[config.mk]
export PLATFORM = sky130hd
export DESIGN_NAME = reservation_station
export DESIGN_NICKNAME = d
export VERILOG_FILES = /design/src/rtl/reservation_station.sv
export SDC_FILE = /design/constraint.sdc
export NUM_CORES = 1
export LEC_CHECK = 0
export ABC_AREA = 1
export CAP_MARGIN = 10
export CORE_MARGIN = 3
export CORE_UTILIZATION = 60
export CTS_BUF_LIST = sky130_fd_sc_hd__clkbuf_16
export CTS_CLUSTER_SIZE = 24
export DETAILED_ROUTE_END_ITERATION = 12
export MAX_ROUTING_LAYER = met4
export PLACE_DENSITY_LB_ADDON = 0.25
export SYNTH_ARGS = -nofsm -noshare
export SYNTH_HDL_FRONTEND = slang
export SYNTH_SLANG_ARGS = --single-unit
[constraint.sdc]
create_clock -name clk -period 45 [get_ports clk]
set_input_delay 13.5 -clock clk [delete_from_list [all_inputs] [get_ports clk]]
set_output_delay 13.5 -clock clk [all_outputs]
set_load 0.02 [all_outputs]
[src/rtl/reservation_station.sv]
// Reservation station for ALU/CMP ops: holds dispatched instructions and tracks source
// readiness from the CDB. Each cycle it issues the oldest ready entry into registered outputs.
module reservation_station #(
    parameter int DEPTH     = 4,
    parameter int PREG_W    = 6,
    parameter int ROB_W     = 5,
    parameter int PAYLOAD_W = 96
) (
    input  logic                         clk,
    input  logic                         rst,
    input  logic                         flush,
    input  logic                         dispatch_valid,
    output logic                         dispatch_ready,
    input  logic [PREG_W-1:0]            dispatch_prs1,
    input  logic [PREG_W-1:0]            dispatch_prs2,
    input  logic                         dispatch_rs1_ready,
    input  logic                         dispatch_rs2_ready,
    input  logic [PREG_W-1:0]            dispatch_prd,
    input  logic [ROB_W-1:0]             dispatch_rob_idx,
    input  logic [PAYLOAD_W-1:0]         dispatch_payload,
    input  logic                         cdb_valid,
    input  logic [PREG_W-1:0]            cdb_prd,
    input  logic                         fu_ready,
    output logic                         issue_valid,
    output logic [PREG_W-1:0]            issue_prs1,
    output logic [PREG_W-1:0]            issue_prs2,
    output logic [PREG_W-1:0]            issue_prd,
    output logic [ROB_W-1:0]             issue_rob_idx,
    output logic [PAYLOAD_W-1:0]         issue_payload,
    output logic [$clog2(DEPTH+1)-1:0]   occupancy
);

    localparam int OCC_W = $clog2(DEPTH+1);
    localparam int IDX_W = (DEPTH > 1) ? $clog2(DEPTH) : 1;

    logic [DEPTH-1:0]     e_valid;
    logic [DEPTH-1:0]     e_rdy1;
    logic [DEPTH-1:0]     e_rdy2;
    logic [PREG_W-1:0]    e_prs1    [DEPTH];
    logic [PREG_W-1:0]    e_prs2    [DEPTH];
    logic [PREG_W-1:0]    e_prd     [DEPTH];
    logic [ROB_W-1:0]     e_rob     [DEPTH];
    logic [PAYLOAD_W-1:0] e_payload [DEPTH];
    // older_than[i][j] set means entry j was dispatched before entry i; bits of
    // empty slots are stale but always masked by the eligibility vector.
    logic [DEPTH-1:0]     older_than [DEPTH];

    logic [DEPTH-1:0]     eligible;
    logic [DEPTH-1:0]     oldest;
    logic                 free_found;
    logic [IDX_W-1:0]     free_idx;
    logic                 issue_found;
    logic [IDX_W-1:0]     issue_idx;
    logic                 do_dispatch;
    logic                 do_issue;
    logic                 cdb_hit;
    logic                 disp_rdy1;
    logic                 disp_rdy2;

    assign dispatch_ready = (occupancy < OCC_W'(DEPTH));
    assign eligible       = e_valid & e_rdy1 & e_rdy2;
    assign cdb_hit        = cdb_valid && (cdb_prd != '0);
    assign disp_rdy1      = dispatch_rs1_ready || (dispatch_prs1 == '0) ||
                            (cdb_valid && (cdb_prd == dispatch_prs1));
    assign disp_rdy2      = dispatch_rs2_ready || (dispatch_prs2 == '0) ||
                            (cdb_valid && (cdb_prd == dispatch_prs2));

    always_comb begin
        oldest      = '0;
        free_found  = 1'b0;
        free_idx    = '0;
        issue_found = 1'b0;
        issue_idx   = '0;
        for (int i = 0; i < DEPTH; i++)
            oldest[i] = eligible[i] && !(|(eligible & older_than[i]));
        for (int i = DEPTH-1; i >= 0; i--) begin
            if (!e_valid[i]) begin
                free_found = 1'b1;
                free_idx   = IDX_W'(i);
            end
        end
        for (int i = 0; i < DEPTH; i++) begin
            if (oldest[i]) begin
                issue_found = 1'b1;
                issue_idx   = IDX_W'(i);
            end
        end
        do_dispatch = dispatch_valid && dispatch_ready && !flush && free_found;
        do_issue    = fu_ready && !flush && issue_found;
    end

    always_ff @(posedge clk) begin
        if (rst || flush) begin
            e_valid     <= '0;
            issue_valid <= 1'b0;
            occupancy   <= '0;
        end else begin
            issue_valid <= do_issue;
            if (do_issue) begin
                issue_prs1         <= e_prs1[issue_idx];
                issue_prs2         <= e_prs2[issue_idx];
                issue_prd          <= e_prd[issue_idx];
                issue_rob_idx      <= e_rob[issue_idx];
                issue_payload      <= e_payload[issue_idx];
                e_valid[issue_idx] <= 1'b0;
            end
            if (cdb_hit) begin
                for (int i = 0; i < DEPTH; i++) begin
                    if (e_prs1[i] == cdb_prd) e_rdy1[i] <= 1'b1;
                    if (e_prs2[i] == cdb_prd) e_rdy2[i] <= 1'b1;
                end
            end
            if (do_dispatch) begin
                e_valid[free_idx]   <= 1'b1;
                e_rdy1[free_idx]    <= disp_rdy1;
                e_rdy2[free_idx]    <= disp_rdy2;
                e_prs1[free_idx]    <= dispatch_prs1;
                e_prs2[free_idx]    <= dispatch_prs2;
                e_prd[free_idx]     <= dispatch_prd;
                e_rob[free_idx]     <= dispatch_rob_idx;
                e_payload[free_idx] <= dispatch_payload;
                // The newcomer is younger than every resident entry.
                for (int i = 0; i < DEPTH; i++)
                    older_than[i][free_idx] <= 1'b0;
                older_than[free_idx] <= ~(DEPTH'(1) << free_idx);
            end
            case ({do_dispatch, do_issue})
                2'b10:   occupancy <= occupancy + OCC_W'(1);
                2'b01:   occupancy <= occupancy - OCC_W'(1);
                default: occupancy <= occupancy;
            endcase
        end
    end

endmodule

==> results.cfg, run 1 <==
[synthesis]
synth-seq-cells = 627
syn_area_per_cell_um2 = 13.0
yosys.cell_types.count = 32
yosysSeqAreaShare_pct = 74.9
synth.cell_area_mm2 = 0.0250
ys_warn_count = 0
syn-instance-count = 1926

[min_path]
whs_path_depth = 1
hold_class = reg -> reg
min_to = occupancy[0]
hp-start = occupancy[0]

[power_and_ir_drop]
switchingPower_uw = 225
ir_drop_v = 0.0000321
leakage_nw = 10.3
switching_share_pct = 19.3
p_int_uw = 937
seqPwrFrac_pct = 55.5
p_per_area_mw_per_mm2 = 38.9
pwr-share-comb_pct = 2.6
clockPowerShare_pct = 41.9

[finish]
syn_to_final_growth_pct = 19.2
layout_commonest_cell = edfxtp_1
final_nets = 2289
fin_cells = 2742
multi_input_area_mm2 = 0.00546
ff_latch_area_mm2 = 0.0187
layout_common_cells = edfxtp_1, nand3_1, nor2_1, clkdlybuf4s50_1, nand2_1
layout-drive-gt1-share_pct = 5.27
fillers = 2662

[place]
hpwl_mm = 32.7
port_buffers = 256
gp_congestion = 0.875
dp_cells = 2623

[clocking]
hold_buffers = 0
cts_max_level = 2
post_cts_resized = 0
postCtsSetupRepairBufs = 0
numClockSinks = 627
clk_pin_slew_worst_paths_ps = 60
cts_tree = done
cts_made_buffers = 60
cts_buffer_depth = 3
clk-insertion-delay-late_ps = 610
cts_root_buf = clkbuf_16

[timing]
finalHoldViolations = 0
maxSlewViolCount = 0
max-slew-margin-rel_pct = 22.5
fin_worst_skew_ps = 12.1
finalSetupTns_ps = 0
worst_pin_slew_ps = 1160
setup_viol = 0
timing.fmax_ghz = 0.0605
rsz0062_at_grt = false
period_needed_ps = 16530
period_share_pct = 36.7

[worst_setup_path]
cp-end-kind = flip-flop
worst_path_most_repeated_cell = buf_4
worst_ep_arrival_time_ps = 16750
path_cells = clkdlybuf4s50_1, nor2_2, buf_4, clkinv_1, nor4_2, buf_4, buf_4
r2r_end = issue_payload[88]
crit_slowest_cell = buf_4
crit_path_max_incr_delay_ps = 920
reg2reg_depth = 11
critPathRequiredTime_ps = 45230
crit_path_start_kind = primary input
crit_buf_inv = 5
r2r_slack_ps = 40620
critPathMaxFanout = 71
crit_type = in -> reg
critPathTopFamily = buffers and inverters
r2r-start = e_rdy1[0]

[drt]
via_count = 15897
wirelength_mm = 58.1
post_drt_wl_per_cell_um = 21.2
drc = 0
viasPerCell = 5.80
detail_route.first_pass.iterations = 5
antenna_left = 0
dr.first_iter.drc_count = 1584

[global_route]
grt_max_degree = 130
grt_pass1_vias = 15758
antenna_found_initial = 9
gr-total-overflow = 0
track_usage_pct = 27.2
grt_pass1_wl_mm = 89.5

[flow_run]
maxCapViolCount = 0

[floorplan]
die_x_um = 210
rows = 74
fp.dieH_um = 210
core-area_mm2 = 0.0410
die-area_mm2 = 0.0442
io_pins = 257
start_util_pct = 61.0

[run_status]
status = finished, final reports clean
-- power groups by stage --
| stage | clock network (mW) | logic [mW] | registers (mW) |
|---|---|---|---|
| final | 0.486 | 0.0303 | 0.645 |
| after global routing | 0.517 | 0.0328 | 0.645 |
| after CTS | 0.491 | 0.0301 | 0.645 |
| after detailed placement | 0 | 0.0298 | 0.657 |
| after global placement | 0 | 0.0289 | 0.657 |
| after floorplan | 0 | 0.00918 | 0.657 |
-- cell families (layout without fill, tap and decap cells) --
| family | count (synthesis) | count (layout) | share of synthesized area [%] |
|---|---|---|---|
| other | 1 | 13 | 0.0150 |
| flip-flops | 627 | 627 | 74.9 |
| AO/OA/AOI/OAI | 34 | 34 | 0.755 |
| XOR/XNOR | 30 | 30 | 1.05 |
| AND/OR/NAND/NOR | 1042 | 1042 | 19.6 |
| adder cells (fa/ha/maj) | 2 | 2 | 0.130 |
| buffers and inverters | 190 | 462 | 3.50 |
-- cells in the mapped netlist --
cell type | instances | share of area, %
nor2_1 | 272 | 4.1
a21oi_1 | 11 | 0.22
nor3_1 | 4 | 0.080
nand2_2 | 1 | 0.025
o211ai_1 | 1 | 0.030
buf_6 | 12 | 0.54
xor2_1 | 15 | 0.52
inv_1 | 78 | 1.2
ha_1 | 1 | 0.050
o21bai_1 | 2 | 0.060
nor2_2 | 1 | 0.025
buf_2 | 50 | 1.0
nand3b_1 | 115 | 3.4
o21a_1 | 1 | 0.030
o21ai_0 | 16 | 0.32
nand3_1 | 382 | 7.6
xnor2_1 | 15 | 0.52
buf_4 | 3 | 0.090
clkbuf_1 | 41 | 0.61
or2_2 | 2 | 0.050
a31o_2 | 2 | 0.070
nor4_1 | 4 | 0.10
conb_1 | 1 | 0.015
fa_1 | 1 | 0.080
buf_1 | 5 | 0.075
nor2_4 | 3 | 0.13
nand2_1 | 238 | 3.6
dfxtp_1 | 8 | 0.64
nand4_1 | 20 | 0.50
o22ai_1 | 1 | 0.025
edfxtp_1 | 619 | 74
clkinv_1 | 1 | 0.015
-- flip-flops by register name, indices dropped and copies added (netlist names), 6 cells and up --
name / cells
e_prs2: 24
e_rob: 20
older_than: 16
issue_prs2: 6
issue_prs1: 6
issue_payload: 96
issue_prd: 6
e_payload: 384
e_prd: 24
e_prs1: 24
-- worst max path at each step --
stage          start                to  cells after the start
6_report         rst  e_payload[3][32]                      7
5_1_grt          rst  e_payload[0][29]                      8
4_1_cts          rst  e_payload[3][28]                      7
3_5_place_dp     rst  e_payload[3][28]                      7
3_3_place_gp     rst  e_payload[3][32]                      7
2_1_floorplan  flush   e_payload[3][0]                      3
-- metrics by stage --
step | util [%] | power [mW] | setup slack, ps | instance area, µm² | hold slack, ps
after floorplan | - | 0.666 | 18400 | 25000 | 506
after global placement | 68.0 | 0.686 | 27870 | 27900 | 463
after detailed placement | 68.0 | 0.687 | 27880 | 27900 | 468
after CTS | 72.6 | 1.17 | 28520 | 29800 | 484
after global routing | 72.7 | 1.19 | 28230 | 29800 | 497
final | 72.7 | 1.16 | 28470 | 29800 | 489
-- cell type report --
| type | count | share of cell area (%) |
|---|---|---|
| clock buffers | 61 | 5.12 |
| multi-input cells | 1112 | 18.3 |
| well taps | 532 | 2.23 |
| clock inverters | 48 | 1.27 |
| inverters | 79 | 1.04 |
| flip-flops and latches | 627 | 62.8 |
| repair buffers | 274 | 9.13 |
| diodes | 9 | 0.0755 |
-- metal layers --
layer	share of wire (%)	up-vias	track usage, %
met5	0	-	-
met4	2.1	0	8.35
met3	8.0	83	4.90
met2	49	728	42.7
met1	41	7734	36.9
li1	-	7352	-
-- worst reg2reg max path, cell delays in order, from the launching register on --
cell      delay (ps)
edfxtp_1         480
nand3_1          150
nor2_1            50
nor2_1           160
nand2_4          490
inv_4            750
nor2_1            90
nand2_1           90
nand2_1          110
nor2_4            90
buf_4            570
buf_4            930
No activity file was read; power rests on OpenSTA's default activity.
==> run 2: changes to the inputs <==
CORE_UTILIZATION = 57   (was 60)
clock period = 16.6 ns   (was 45 ns; I/O delays follow)
==> run 2 against run 1 <==
Against the previous run:
- sequential power rose to 2.7 times the previous value
- combinational power rose to 2.8 times the previous value
- clock-buffer cell count did not move
- via count rose by 0.31%
- sequential share of layout area rose by 0.18 points
- first-iteration DRC count fell by 5.0%
- worst setup slack got worse by 20000 ps
- worst hold slack got worse by 9.8 ps
- clock power rose to 2.5 times the previous value
- register-to-register slack got worse by 28000 ps
- total power rose to 2.6 times the previous value
- critical path type unchanged
==> results.cfg, run 2 (synthesized netlist as in run 1, its figures left out) <==
[run_status]
status = finished, final reports clean

[clocking]
clk-insertion-delay-late_ps = 620
clk_pin_slew_worst_paths_ps = 60
postCtsSetupRepairBufs = 0
numClockSinks = 627
cts_tree = done
cts_max_level = 2
cts_buffer_depth = 3
cts_made_buffers = 60
hold_buffers = 0
post_cts_resized = 0
cts_root_buf = clkbuf_16

[timing]
finalHoldViolations = 0
setup_viol = 0
period_needed_ps = 8050
maxSlewViolCount = 0
fin_worst_skew_ps = 11.8
max-slew-margin-rel_pct = 7.76
worst_pin_slew_ps = 1380
period_share_pct = 48.5
rsz0062_at_grt = false
holdWs_ps = 479
finalSetupTns_ps = 0
timing.fmax_ghz = 0.124

[finish]
layout_commonest_cell = edfxtp_1
largest_register_ffs = 384
fin_area_mm2 = 0.0297
syn_to_final_growth_pct = 18.8
layout-drive-gt1-share_pct = 4.82
layout_common_cells = edfxtp_1, nand3_1, nor2_1, clkdlybuf4s50_1, nand2_1
fillers = 2939
top_register = e_payload
final_nets = 2288
top_regs = e_payload: 384 flops, issue_payload: 96 flops

[global_route]
antenna_found_initial = 8
grt_pass1_wl_mm = 89.2
grt_max_degree = 271
track_usage_pct = 25.6
grt_pass1_vias = 15577
gr-total-overflow = 0

[place]
gp_congestion = 0.854
port_buffers = 256
hpwl_mm = 33.5
postPlaceCellArea_mm2 = 0.0280

[worst_setup_path]
r2r-start = e_rdy1[2]
crit_path_start_kind = primary input
r2r_end = issue_payload[50]
critPathCapture = e_prs2[0][2]
r2r_slack_ps = 12460
critPathRequiredTime_ps = 16840
crit_type = in -> reg
crit_start = rst
reg2reg_depth = 10
critPathMaxFanout = 68
worst_ep_arrival_time_ps = 8290
cp-end-kind = flip-flop

[drt]
post_drt_wl_per_cell_um = 20.7
drc = 0
wirelength_mm = 57.9
detail_route.first_pass.iterations = 5
dr.first_iter.drc_count = 1505
via_count = 15947
viasPerCell = 5.71
antenna_left = 0

[min_path]
hold_class = reg -> reg
whs_path_depth = 1

[power_and_ir_drop]
p_per_area_mw_per_mm2 = 103
leakage_nw = 10.2
p_total_mw = 3.07
ir_drop_v = 0.0000877

[floorplan]
die-area_mm2 = 0.0465
io_pins = 257
core-area_mm2 = 0.0433
rows = 76
fp.dieH_um = 216
die_x_um = 216
start_util_pct = 57.9

[flow_run]
maxCapViolCount = 0
-- run 2: cell types whose count changed in the layout (fill, tap and decap cells not counted) --
cell / delta
clkinv_4: -1
clkinv_2: -2
clkinv_1: +7
nor4_4: +1
nor4_2: -1
buf_12: -1
bufinv_16: -5
inv_6: -1
inv_1: +3
-- run 2: worst min-delay path by stage --
stage | startpoint | to | slack, ps
floorplan | e_valid[2] | e_valid[2] | 510
global placement | occupancy[0] | occupancy[0] | 470
detailed placement | occupancy[0] | occupancy[0] | 480
CTS | occupancy[0] | occupancy[0] | 480
global route | occupancy[0] | occupancy[0] | 500
finish | occupancy[0] | occupancy[0] | 480
-- run 2: metal layers --
metal | vias up | wire length [µm] | global-route usage [%]
li1 | 7353 | - | -
met1 | 7748 | 23500 | 34.5
met2 | 744 | 28200 | 40.3
met3 | 102 | 4990 | 5.10
met4 | 0 | 1270 | 7.76
met5 | - | 0 | -
-- run 2: critical path, stage by stage --
cell	delay, ps
clkdlybuf4s50_1	500
nor2_2	130
buf_4	240
clkinv_1	340
nor2_1	320
nand2_1	280
inv_6	510
buf_4	910
-- run 2: cell type report --
cell class | instances | area [µm²] | share of cell area, %
multi-input combinational | 1112 | 5470 | 18.4
clock buffer | 61 | 1530 | 5.13
clock inverter | 49 | 239 | 0.803
timing repair buffer | 273 | 2700 | 9.08
inverter | 79 | 309 | 1.04
tap | 585 | 732 | 2.46
antenna | 9 | 22.5 | 0.0757
sequential | 627 | 18700 | 63.0
-- run 2: through the flow --
step	instances	setup slack, ps	utilization, %
final	2795	8550	68.8
after global routing	2794	8340	68.8
after CTS	2786	8580	68.7
after detailed placement	2676	7930	64.6
after global placement	2676	8020	64.6
after floorplan	1929	3620	-
-- run 2: where the power goes --
| group | leakage [nW] | internal, mW | switching [mW] |
|---|---|---|---|
| Sequential | 5.64 | 1.74 | 0.00357 |
| Clock | 0.924 | 0.675 | 0.557 |
| Combinational | 3.67 | 0.0386 | 0.0463 |
==> run 3: changes to the inputs <==
clock period = 8.2 ns   (was 16.6 ns; I/O delays follow)
==> run 3 against run 2 <==
Against the previous run:
- worst hold slack improved by 30 ps
- clock-buffer cell count shrank 1
- first-iteration DRC count is 1.9% higher
- highest routed layer unchanged
- total power up 110%
- global-route usage fell by 0.12 points
- wire length is 0.34% lower
- clock skew rose by 5.7 ps
- sequential share of layout area down 0.21 points
==> results.cfg, run 3 (synthesized netlist as in run 1, its figures left out) <==
[drt]
via_count = 15943
viasPerCell = 5.72
wirelength_mm = 57.7
dr.first_iter.drc_count = 1534
drc = 0
post_drt_wl_per_cell_um = 20.7
detail_route.first_pass.iterations = 6
antenna_left = 0

[clocking]
cts_tree = done
hold_buffers = 0
numClockSinks = 627
cts_root_buf = clkbuf_16
clk-insertion-delay-late_ps = 610
cts_max_level = 2
clk_pin_slew_worst_paths_ps = 60
cts_buffer_depth = 3
cts_made_buffers = 60
postCtsSetupRepairBufs = 0
post_cts_resized = 0

[finish]
fin_cells = 2787
fillers = 2973
layout_commonest_cell = edfxtp_1
syn_to_final_growth_pct = 19.2
layout_common_cells = edfxtp_1, nand3_1, nor2_1, clkdlybuf4s50_1, nand2_1
fin_area_mm2 = 0.0298
largest_register_ffs = 384
final_nets = 2289
top_regs = e_payload: 384 flops, issue_payload: 96 flops
top_register = e_payload
layout-drive-gt1-share_pct = 5.28

[timing]
setup_viol = 0
rsz0062_at_grt = false
period_needed_ps = 5240
period_share_pct = 64.0
fin_worst_skew_ps = 17.5
max-slew-margin-rel_pct = 12.7
finalHoldViolations = 0
worst_pin_slew_ps = 1310
holdWs_ps = 509
maxSlewViolCount = 0
finalSetupTns_ps = 0
timing.fmax_ghz = 0.191

[worst_setup_path]
crit_path_start_kind = primary input
reg2reg_depth = 9
cp-end-kind = flip-flop
r2r_slack_ps = 4480
worst_ep_arrival_time_ps = 5540
r2r_end = issue_payload[55]
critPathRequiredTime_ps = 8490
r2r-start = e_rdy2[3]
crit_type = in -> reg
critPathMaxFanout = 93

[power_and_ir_drop]
pwr-share-comb_pct = 2.7
switching_share_pct = 19.5
p_int_mw = 5.08
switchingPower_mw = 1.23
p_per_area_mw_per_mm2 = 212
seqPwrFrac_pct = 56.0
ir_drop_v = 0.000197
p_total_mw = 6.32
clockPowerShare_pct = 41.3
leakage_nw = 10.3

[place]
postPlaceCellArea_mm2 = 0.0280
gp_congestion = 0.846
port_buffers = 256
dp_cells = 2677
hpwl_mm = 32.5

[global_route]
grt_max_degree = 261
grt_pass1_wl_mm = 89.1
grt_pass1_vias = 16020
track_usage_pct = 25.5
antenna_found_initial = 2
gr-total-overflow = 0

[min_path]
hp-start = occupancy[0]
whs_path_depth = 1
hold_class = reg -> reg
min_to = occupancy[0]

[floorplan]
io_pins = 257
die_x_um = 216
rows = 76
die-area_mm2 = 0.0465
fp.dieH_um = 216
core-area_mm2 = 0.0433
start_util_pct = 57.9

[flow_run]
maxCapViolCount = 0

[run_status]
status = finished, final reports clean
-- run 3: final cells by class --
class | instances | area [µm²] | area share [%]
timing repair buffer | 274 | 2740 | 9.16
sequential | 627 | 18700 | 62.8
clock buffer | 60 | 1500 | 5.03
inverter | 79 | 309 | 1.04
clock inverter | 46 | 343 | 1.15
tap | 585 | 732 | 2.45
antenna | 4 | 10.0 | 0.0335
multi-input combinational | 1112 | 5470 | 18.3
-- run 3: power groups by stage --
| stage | logic (mW) | clock network [mW] | registers (mW) |
|---|---|---|---|
| 2_1_floorplan | 0.0507 | 0 | 3.61 |
| 3_5_place_dp | 0.169 | 0 | 3.61 |
| 3_3_place_gp | 0.164 | 0 | 3.61 |
| 5_1_grt | 0.185 | 2.78 | 3.54 |
| 6_report | 0.171 | 2.61 | 3.54 |
| 4_1_cts | 0.170 | 2.65 | 3.54 |
-- run 3: how the worst max path moves through the flow --
stage,from,endpoint,slack (ps),depth (start not counted)
floorplan,flush,e_payload[3][0],530,3
global placement,rst,e_payload[0][92],2430,8
detailed placement,rst,e_payload[0][94],2350,8
CTS,rst,e_payload[0][94],3000,8
global route,rst,e_payload[0][86],2740,8
finish,rst,e_payload[0][90],2960,8
-- run 3: per-layer routing --
layer,vias to the layer above,routed length [µm],track usage [%]
met5,-,0,-
met4,0,1940,10.1
met3,136,4380,3.96
met2,678,28100,40.6
met1,7792,23300,33.5
li1,7337,-,-
-- run 3: through the flow --
step | util, % | worst slack, ps
after floorplan | - | 526
after global placement | 64.7 | 2430
after detailed placement | 64.7 | 2350
after CTS | 69.0 | 3000
after global routing | 69.0 | 2740
final | 69.0 | 2960
-- run 3: worst max-delay path, cell delays in order --
cell             delay, ps
clkdlybuf4s50_1        490
nor2_2                 120
buf_4                  250
clkinv_1               360
nor2_1                 330
nand2_1                260
inv_6                  810
buf_4                  400
